===== src/rtl/countdown_hex_display_pkg.sv =====
// Shared constants for the countdown display: active-low 7-segment codes,
// game-state codes on the shared state bus, and the display FSM encoding.
package countdown_hex_display_pkg;

    // Segment codes, active-low, bit order {g,f,e,d,c,b,a}
    localparam logic [6:0] SEG_0     = 7'h40;
    localparam logic [6:0] SEG_1     = 7'h79;
    localparam logic [6:0] SEG_2     = 7'h24;
    localparam logic [6:0] SEG_3     = 7'h30;
    localparam logic [6:0] SEG_4     = 7'h19;
    localparam logic [6:0] SEG_5     = 7'h12;
    localparam logic [6:0] SEG_6     = 7'h02;
    localparam logic [6:0] SEG_7     = 7'h78;
    localparam logic [6:0] SEG_8     = 7'h00;
    localparam logic [6:0] SEG_9     = 7'h10;
    localparam logic [6:0] SEG_BLANK = 7'h7F;
    localparam logic [6:0] SEG_DASH  = 7'h3F;

    // Game-state code in which the countdown stage is running
    localparam logic [3:0] ST_COUNTDOWN = 4'b1011;

    // Display FSM encoding; bit 1 set means the countdown has expired
    localparam logic [1:0] DS_IDLE    = 2'b00;
    localparam logic [1:0] DS_SHOW    = 2'b01;
    localparam logic [1:0] DS_EXPIRED = 2'b10;
    localparam logic [1:0] DS_DONE    = 2'b11;

endpackage


===== src/rtl/countdown_hex_display_hex7_encode.sv =====
// Combinational 4-bit value to active-low 7-segment code.
// 0..9 map to their digit; anything above 9 is shown as a dash.
module hex7_encode
    import countdown_hex_display_pkg::*;
(
    input  logic [3:0] val_i,
    output logic [6:0] seg_o
);

    // Digit lookup
    always_comb begin
        case (val_i)
            4'd0:    seg_o = SEG_0;
            4'd1:    seg_o = SEG_1;
            4'd2:    seg_o = SEG_2;
            4'd3:    seg_o = SEG_3;
            4'd4:    seg_o = SEG_4;
            4'd5:    seg_o = SEG_5;
            4'd6:    seg_o = SEG_6;
            4'd7:    seg_o = SEG_7;
            4'd8:    seg_o = SEG_8;
            4'd9:    seg_o = SEG_9;
            default: seg_o = SEG_DASH;
        endcase
    end

endmodule


===== src/rtl/countdown_hex_display.sv =====
// Two-digit display for the 10..0 countdown. Shows the live value while the
// game is in the countdown state, blinks "00" after the zero flag, then holds
// "00" and pulses blink_done once.
module countdown_hex_display
    import countdown_hex_display_pkg::*;
#(
    parameter int         CLK_HZ      = 50_000_000,
    parameter int         BLINK_HZ    = 2,
    parameter int         HOLD_BLINKS = 6,
    parameter logic [3:0] RUN_STATE   = ST_COUNTDOWN
) (
    input  logic       clk,
    input  logic       rst,
    input  logic [3:0] state,
    input  logic [3:0] current_digit,
    input  logic       flag,
    output logic [6:0] hex_tens,
    output logic [6:0] hex_ones,
    output logic       expired,
    output logic       blink_done
);

    localparam int HALF = CLK_HZ / (2 * BLINK_HZ);
    localparam int CW   = (HALF > 1) ? $clog2(HALF) : 1;
    localparam int BW   = $clog2(HOLD_BLINKS + 2);
    localparam logic [CW-1:0] HALF_M1 = CW'(HALF - 1);
    localparam logic [BW-1:0] HOLD_M1 = BW'(HOLD_BLINKS - 1);

    logic [1:0]    fsm_q, fsm_d;
    logic [CW-1:0] cnt_q, cnt_d;
    logic [BW-1:0] blinks_q, blinks_d;
    logic          phase_q, phase_d;   // 1 = "00" lit, 0 = blank
    logic          armed_q, armed_d;   // flag seen low since entering SHOW
    logic [6:0]    tens_q, tens_d, ones_q, ones_d;
    logic          exp_q, exp_d, done_q, done_d;

    logic          run;
    logic [3:0]    tens_val, ones_val;
    logic [6:0]    tens_seg, ones_seg;

    assign run = (state == RUN_STATE);

    // 10 splits into "1","0"; 11..15 pass through so both encoders show a dash
    assign tens_val = (current_digit == 4'd10) ? 4'd1 : current_digit;
    assign ones_val = (current_digit == 4'd10) ? 4'd0 : current_digit;

    hex7_encode u_tens (.val_i(tens_val), .seg_o(tens_seg));
    hex7_encode u_ones (.val_i(ones_val), .seg_o(ones_seg));

    // Next-state, blink timebase and registered-output selection
    always_comb begin
        fsm_d    = fsm_q;
        cnt_d    = cnt_q;
        blinks_d = blinks_q;
        phase_d  = phase_q;
        armed_d  = armed_q;
        done_d   = 1'b0;
        if (!run) begin
            fsm_d    = DS_IDLE;
            cnt_d    = '0;
            blinks_d = '0;
            phase_d  = 1'b1;
            armed_d  = 1'b0;
        end else begin
            case (fsm_q)
                DS_IDLE: begin
                    fsm_d   = DS_SHOW;
                    armed_d = 1'b0;
                end
                DS_SHOW: begin
                    if (flag && armed_q) begin
                        fsm_d    = DS_EXPIRED;
                        cnt_d    = '0;
                        blinks_d = '0;
                        phase_d  = 1'b1;
                    end else begin
                        armed_d = armed_q | ~flag;
                    end
                end
                DS_EXPIRED: begin
                    if (HOLD_BLINKS == 0) begin
                        fsm_d  = DS_DONE;
                        done_d = 1'b1;
                    end else if (cnt_q == HALF_M1) begin
                        cnt_d   = '0;
                        phase_d = ~phase_q;
                        // an off->on edge completes one blink period
                        if (!phase_q) begin
                            if (blinks_q == HOLD_M1) begin
                                fsm_d  = DS_DONE;
                                done_d = 1'b1;
                            end else begin
                                blinks_d = blinks_q + BW'(1);
                            end
                        end
                    end else begin
                        cnt_d = cnt_q + CW'(1);
                    end
                end
                default: ;
            endcase
        end

        tens_d = SEG_BLANK;
        ones_d = SEG_BLANK;
        case (fsm_d)
            DS_SHOW: begin
                tens_d = (current_digit < 4'd10) ? SEG_BLANK : tens_seg;
                ones_d = ones_seg;
            end
            DS_EXPIRED: begin
                tens_d = phase_d ? SEG_0 : SEG_BLANK;
                ones_d = phase_d ? SEG_0 : SEG_BLANK;
            end
            DS_DONE: begin
                tens_d = SEG_0;
                ones_d = SEG_0;
            end
            default: ;
        endcase
        exp_d = fsm_d[1];
    end

    // State and output registers
    always_ff @(posedge clk) begin
        if (rst) begin
            fsm_q    <= DS_IDLE;
            cnt_q    <= '0;
            blinks_q <= '0;
            phase_q  <= 1'b1;
            armed_q  <= 1'b0;
            tens_q   <= SEG_BLANK;
            ones_q   <= SEG_BLANK;
            exp_q    <= 1'b0;
            done_q   <= 1'b0;
        end else begin
            fsm_q    <= fsm_d;
            cnt_q    <= cnt_d;
            blinks_q <= blinks_d;
            phase_q  <= phase_d;
            armed_q  <= armed_d;
            tens_q   <= tens_d;
            ones_q   <= ones_d;
            exp_q    <= exp_d;
            done_q   <= done_d;
        end
    end

    assign hex_tens   = tens_q;
    assign hex_ones   = ones_q;
    assign expired    = exp_q;
    assign blink_done = done_q;

endmodule

===== config.mk =====
export PLATFORM = sky130hd
export DESIGN_NAME = countdown_hex_display
export DESIGN_NICKNAME = d
export VERILOG_FILES = /design/src/rtl/countdown_hex_display_pkg.sv /design/src/rtl/countdown_hex_display_hex7_encode.sv /design/src/rtl/countdown_hex_display.sv
export SDC_FILE = /design/constraint.sdc
export NUM_CORES = 1
export LEC_CHECK = 0
export BUFFER_PORTS_ARGS = -buffer_cell sky130_fd_sc_hd__buf_2
export CORE_AREA = 8 8 109 91
export CTS_CLUSTER_DIAMETER = 150
export DETAILED_ROUTE_END_ITERATION = 10
export DIE_AREA = 0 0 117 99
export GPL_TIMING_DRIVEN = 0
export HOLD_SLACK_MARGIN = 0.15
export SLEW_MARGIN = 10
export SYNTH_ARGS = -nofsm -noshare
export SYNTH_HDL_FRONTEND = slang
export SYNTH_HIERARCHICAL = 1
export SYNTH_SLANG_ARGS = --single-unit

===== constraint.sdc =====
create_clock -name clk -period 3.4 [get_ports clk]
set_input_delay 0.17 -clock clk [delete_from_list [all_inputs] [get_ports clk]]
set_output_delay 0.17 -clock clk [all_outputs]
set_load 0.05 [all_outputs]

; ---- Word level (Yosys, flattened, before mapping)
; Memories as Yosys holds them, arrays and structs flattened.
; Index checks and enable logic that the tools add are counted.
[totals]
memories = 2
wordCells = 70
out_inout_bits = 16
in_bits = 11
reg_bits = 47
rom_bits = 224
[classes]
add_sub_neg = 2
bitwise_logic = 6
magnitude_cmp = 1
reduce_logical = 9
mux = 27
eq_ne = 14
[mem_list]
columns = name, words, word_bits, rd, rd_clocked_by_memory_dff, write_ports, line_no
row1 = (name not given), 16, 7, 1, 0, 0, countdown_hex_display_hex7_encode.sv:12  ; case (val_i)
row2 = (name not given), 16, 7, 1, 0, 0, countdown_hex_display_hex7_encode.sv:12
[op_table]
columns = cell, count
row1 = $mux W24, 2
row2 = $pmux W24 S2, 1
row3 = $pmux W7 S3, 2
row4 = $add A24 B1 Y24 const B, 1
row5 = $eq A24 B24 Y1 const B, 1
row6 = $mux W3, 4
row7 = $mux W2, 5
row8 = $ne A2 B2 Y1 const B, 5
row9 = $eq A4 B4 Y1 const B, 2
row10 = $mux W4, 2
row11 = $mux W7, 1
row12 = $eq A2 B2 Y1 const B, 3
row13 = $mux W6, 1
row14 = $pmux W2 S3, 1
row15 = $pmux W3 S2, 1
row16 = $mux W1, 5
row17 = $not A1 Y1, 5
row18 = $reduce_and A5 Y1, 1
row19 = $reduce_or A5 Y1, 1
row20 = $eq A2 B1 Y1 const B, 2
row21 = $lt A4 B4 Y1 const B, 1
row22 = $pmux W1 S2, 2
row23 = $reduce_and A2 Y1, 2
row24 = $reduce_bool A2 Y1, 2
row25 = 6 further kinds, 6

; ---- Logic depth before layout (Yosys ltp)
[logic_depth]
word_depth = 8
depth_mapped = 9
mapped_depth_nobuf = 9

; ---- Cells and area by module
; The synthesis kept the hierarchy.
[modules_own_cells]
columns = mod, area_each_um2, instances, cells_per_inst, seq_area_each_um2
row1 = countdown_hex_display, 2222.1, 1, 252, 920.9
row2 = hex7_encode, 205.2, 2, 33, 0.0

; ---- Worst setup path after synthesis
; No wires, ideal clock.
[synth_path]
path_kind = register to register
startpoint = register fsm_q[1]
endpoint = register cnt_q[17]
t_required_ps = 3327
path_buffers = 1
synth_period_minus_slack_ps = 2591
setup_ps = 73
setup_slack_ps = 809
stages_incl_launch_ff = 8
t_arrival_ps = 2518
cell_sequence = dfxtp_1 -> inv_1 -> ha_1 -> clkbuf_1 -> a21boi_0 -> a2111oi_1 -> nand4_1 -> mux2i_1
[synth_via]
elab_chain_cells = 3
elab_cells_between_ends = 6
cone_classes = eq/ne (3) / mux (1) / reduce/logical (2)
[synth_lines]
columns = item, line_no
row1 = from (decl), countdown_hex_display.sv:29  ; logic [1:0] fsm_q, fsm_d;
row2 = from (signal assigned), countdown_hex_display.sv:137  ; fsm_q <= fsm_d;
row3 = $eq A2 B1 Y1 or $eq A2 B2 Y1 (tied branches), countdown_hex_display.sv:65  ; case (fsm_q)
row4 = $ne A2 B2 Y1 (no source line) or $reduce_bool A2 Y1 (tied branches), -
row5 = $reduce_and A2 Y1 (no source line), -
row6 = to (signal assigned), countdown_hex_display.sv:138  ; cnt_q <= cnt_d;
row7 = to (decl), countdown_hex_display.sv:30  ; logic [CW-1:0] cnt_q, cnt_d;
; Several ways; a longest one is shown, not always the timed one.
; A chain may end at the register's enable or synchronous reset.

; ---- Worst setup path after layout
[layout_path]
startpoint = register cnt_q[0]
endpoint = register cnt_q[2]
[layout_via]
elab_chain_cells = 3
elab_cells_between_ends = 4
cone_classes = add/sub (1) / eq/ne (1) / mux (2)
[layout_lines]
columns = item, line_no
row1 = $add A24 B1 Y24 or $eq A24 B24 Y1 (tied branches), "countdown_hex_display.sv:97, countdown_hex_display.sv:84"
row2 = $mux W24 *, countdown_hex_display.sv:84  ; end else if (cnt_q == HALF_M1) begin
row3 = $pmux W24 S2 *, countdown_hex_display.sv:65
; Every way passes the cells marked *; elsewhere a longest branch is shown, timed or not.

==> results.toml <==
[outcome]
run_status = "finished, final reports clean"

[detailed_routing]
maxUsedRoutingLayer = "met4"
wirelength_microns = 5790
vias_per_cell = 4.91
firstDrtPassIters = 4
ant_nets = 0
routed-via-count = 2277
met1Wirelength_microns = 2970
routedWlPerCell_microns = 12.5
route.detailed.drc = 0
wl_met2_microns = 2450
drt-initial-drc-count = 92
route.met3.wl_microns = 278

[critical_path]
max_stage_delay_ns = 0.80
rr_worst_depth = 7
crit_path_max_fanout = 10
setup.worst_path.end_class = "flop"
cp_slowest_cell = "nor4_1"
critical_path.top_delay_family = "simple AND/OR/NAND/NOR gates"
r2r_setup_slack_ns = 0.37
start_kind = "flop"
r2r_end = "cnt_q[2]$_SDFFE_PP0P_"
critPathArrivalTime_ns = 3.23
worstPathRequired_ns = 3.60
r2r-start = "cnt_q[0]$_SDFFE_PP0P_"
crit_cells = 7
crit_chain = "ha_1 -> nand4_1 -> nor4_1 -> a21oi_1 -> o21ai_1 -> buf_2 -> nor2_1"
criticalPathCategory = "flop to flop"
crit_buf_inv = 1

[placement]
gp_congestion = 0.816
io_buffers = 26
hpwl_microns = 4390

[die]
core_area_sq_mm = 0.00818
start_util_pct = 32.2
die_area_sq_mm = 0.0116
die_w_microns = 117
rows = 30
pin_count = 27
die_y_microns = 99

[timing]
rsz0062_at_grt = "no"
hold_slack_ns = 0.175
hold_violations = 0
setup_viol = 0
max_freq_ghz = 0.330
slew_viol_final = 0
tightest_slew_ns = 0.991
post-route-period-util_pct = 89.1
finalClockSkew_ns = 0.0152
setup_tns_ns = 0
max_slew_margin_pct = 33.7
final.min_clock_period_ns = 3.03

[clock_network]
cts_made_buffers = 5
clkLatencyLatePin_ns = 0.31
tritoncts = "yes"
hold_buffers = 0
root_buffer = "clkbuf_8"
clk_pin_slew_ns = 0.09
cts_resized = 0
cts_setup_buffers = 0
clock-sinks = 46
htree_levels = 2
clockBufferDepth = 2

[synth]
synth_top_area_share_pct = 35.0
synth-edff-count = 0
synthTopCellsByArea = "dfxtp_1 35%, ha_1 8.6%, nor2_1 6.4%"
synthCells = 318
yosys_warnings = 6
yosysTopAreaCell = "dfxtp_1"
synthesis.area_sq_mm = 0.00263
ys_async_sr_fraction_pct = 0
synth-seq-cells = 46
synth_nets = 347
synth_area_per_cell_sq_um = 8.28
seq_area_frac_synth_pct = 35.0
synth-main-ff-cell = "dfxtp_1"
synth.distinct_cells = 52

[grt]
grt_max_degree = 17
grt_pass1_vias = 2086
grt_overflow = 0
grt_first_pass_wirelength_microns = 9890
antenna_found_initial = 0
grtUsageTotal_pct = 10.4

[power]
p_leak_nw = 1.07
powerDensity_mw_per_mm2 = 326
power_uw = 980
max-vdd-ir-drop_v = 0.000147

[flow_run]
cap_violations = 0

[layout]
area_growth_pct = 14.3
layout-drive-gt1-share_pct = 15.3
fin_nets = 380
n_fill_cell = 876
antenna_cells = 0
final_util_pct = 36.8

[min_path]
hp-class = "input pin to flop"
hold_start = "rst"
holdPathEnd = "phase_q$_SDFF_PP1_"
hold_depth = 3
## layout make-up
class                      instances  area, sq um  share of cell area [%]
tap                              112          140                    4.66
clock buffer                       5         68.8                    2.29
sequential                        46          921                    30.6
multi-input combinational        245         1600                    53.0
clock inverter                     3         23.8                   0.790
timing repair buffer              26          130                    4.33
inverter                          15         56.3                    1.87
buffer                            12         72.6                    2.41
## layer usage
| layer | GRT usage [%] | vias to the layer above |
|---|---|---|
| li1 | - | 1192 |
| met1 | 14.4 | 1037 |
| met2 | 15.5 | 41 |
| met3 | 2.08 | 7 |
| met4 | 3.54 | 0 |
| met5 | 0 | - |
## registers in the layout (all words and copies together) (netlist names)
signal and count:
blink_done 1, armed_q 1, fsm_q 2, cnt_q 24, blinks_q 3, hex_tens 7
hex_ones 7, phase_q 1
## Yosys cell counts, types with 6 or more instances
master,count
nand2b_1,7
o2bb2ai_1,6
nand2_1,27
xor2_1,14
and2_1,6
o21ai_0,11
nor2_1,45
nand3_1,11
a21oi_1,21
ha_1,18
dfxtp_1,46
inv_1,15
nand4_1,15
## worst max path at each step
stage,from,endpoint,slack (ns)
after floorplan,fsm_q[1]$_SDFF_PP0_,cnt_q[17]$_SDFFE_PP0P_,0.81
after global placement,cnt_q[0]$_SDFFE_PP0P_,cnt_q[7]$_SDFFE_PP0P_,0.54
after detailed placement,cnt_q[0]$_SDFFE_PP0P_,cnt_q[2]$_SDFFE_PP0P_,0.44
after CTS,cnt_q[0]$_SDFFE_PP0P_,cnt_q[2]$_SDFFE_PP0P_,0.42
after global routing,cnt_q[0]$_SDFFE_PP0P_,hex_tens[3]$_SDFF_PP1_,0.03
final,cnt_q[0]$_SDFFE_PP0P_,cnt_q[2]$_SDFFE_PP0P_,0.37
## power breakdown
group	switching (mW)	leakage, nW	internal [mW]	total, mW
registers	0.000920	0.372	0.541	0.542
logic	0.0566	0.653	0.0351	0.0916
clock network	0.199	0.0408	0.147	0.346
total	0.257	1.07	0.723	0.980
## worst min-delay path: cells and delay by family
family                 cells  cell delay (ns)
AND/OR/NAND/NOR            2             0.14
buffers and inverters      1             0.12
## cells by family after synthesis
logic type	count (synthesis)	synth area share, %
compound gates	67	17.2
xor+xnor	19	6.32
fa+ha+maj	18	8.56
buf+inv	27	4.90
flops	46	35.0
mux	3	1.14
simple gates	138	26.9
## through the flow
stage	area (sq um)	std cells	setup WS (ns)
2_1_floorplan	2630	318	0.809
3_3_place_gp	2900	456	0.537
3_5_place_dp	2910	456	0.437
4_1_cts	3010	464	0.416
5_1_grt	3010	464	0.0329
6_report	3010	464	0.370
## cells in the final DEF, fill, tap and decap left out, drive strengths merged, types with 6 or more instances in the layout
cell and n:
a21oi 23, and2 6, buf 33, clkbuf 10, dfxtp 46, ha 18
inv 16, nand2 27, nand2b 7, nand3 11, nand4 15, nor2 45
o21ai 13, o22ai 6, o2bb2ai 6, xor2 14
No activity file was read; power rests on OpenSTA's default activity.
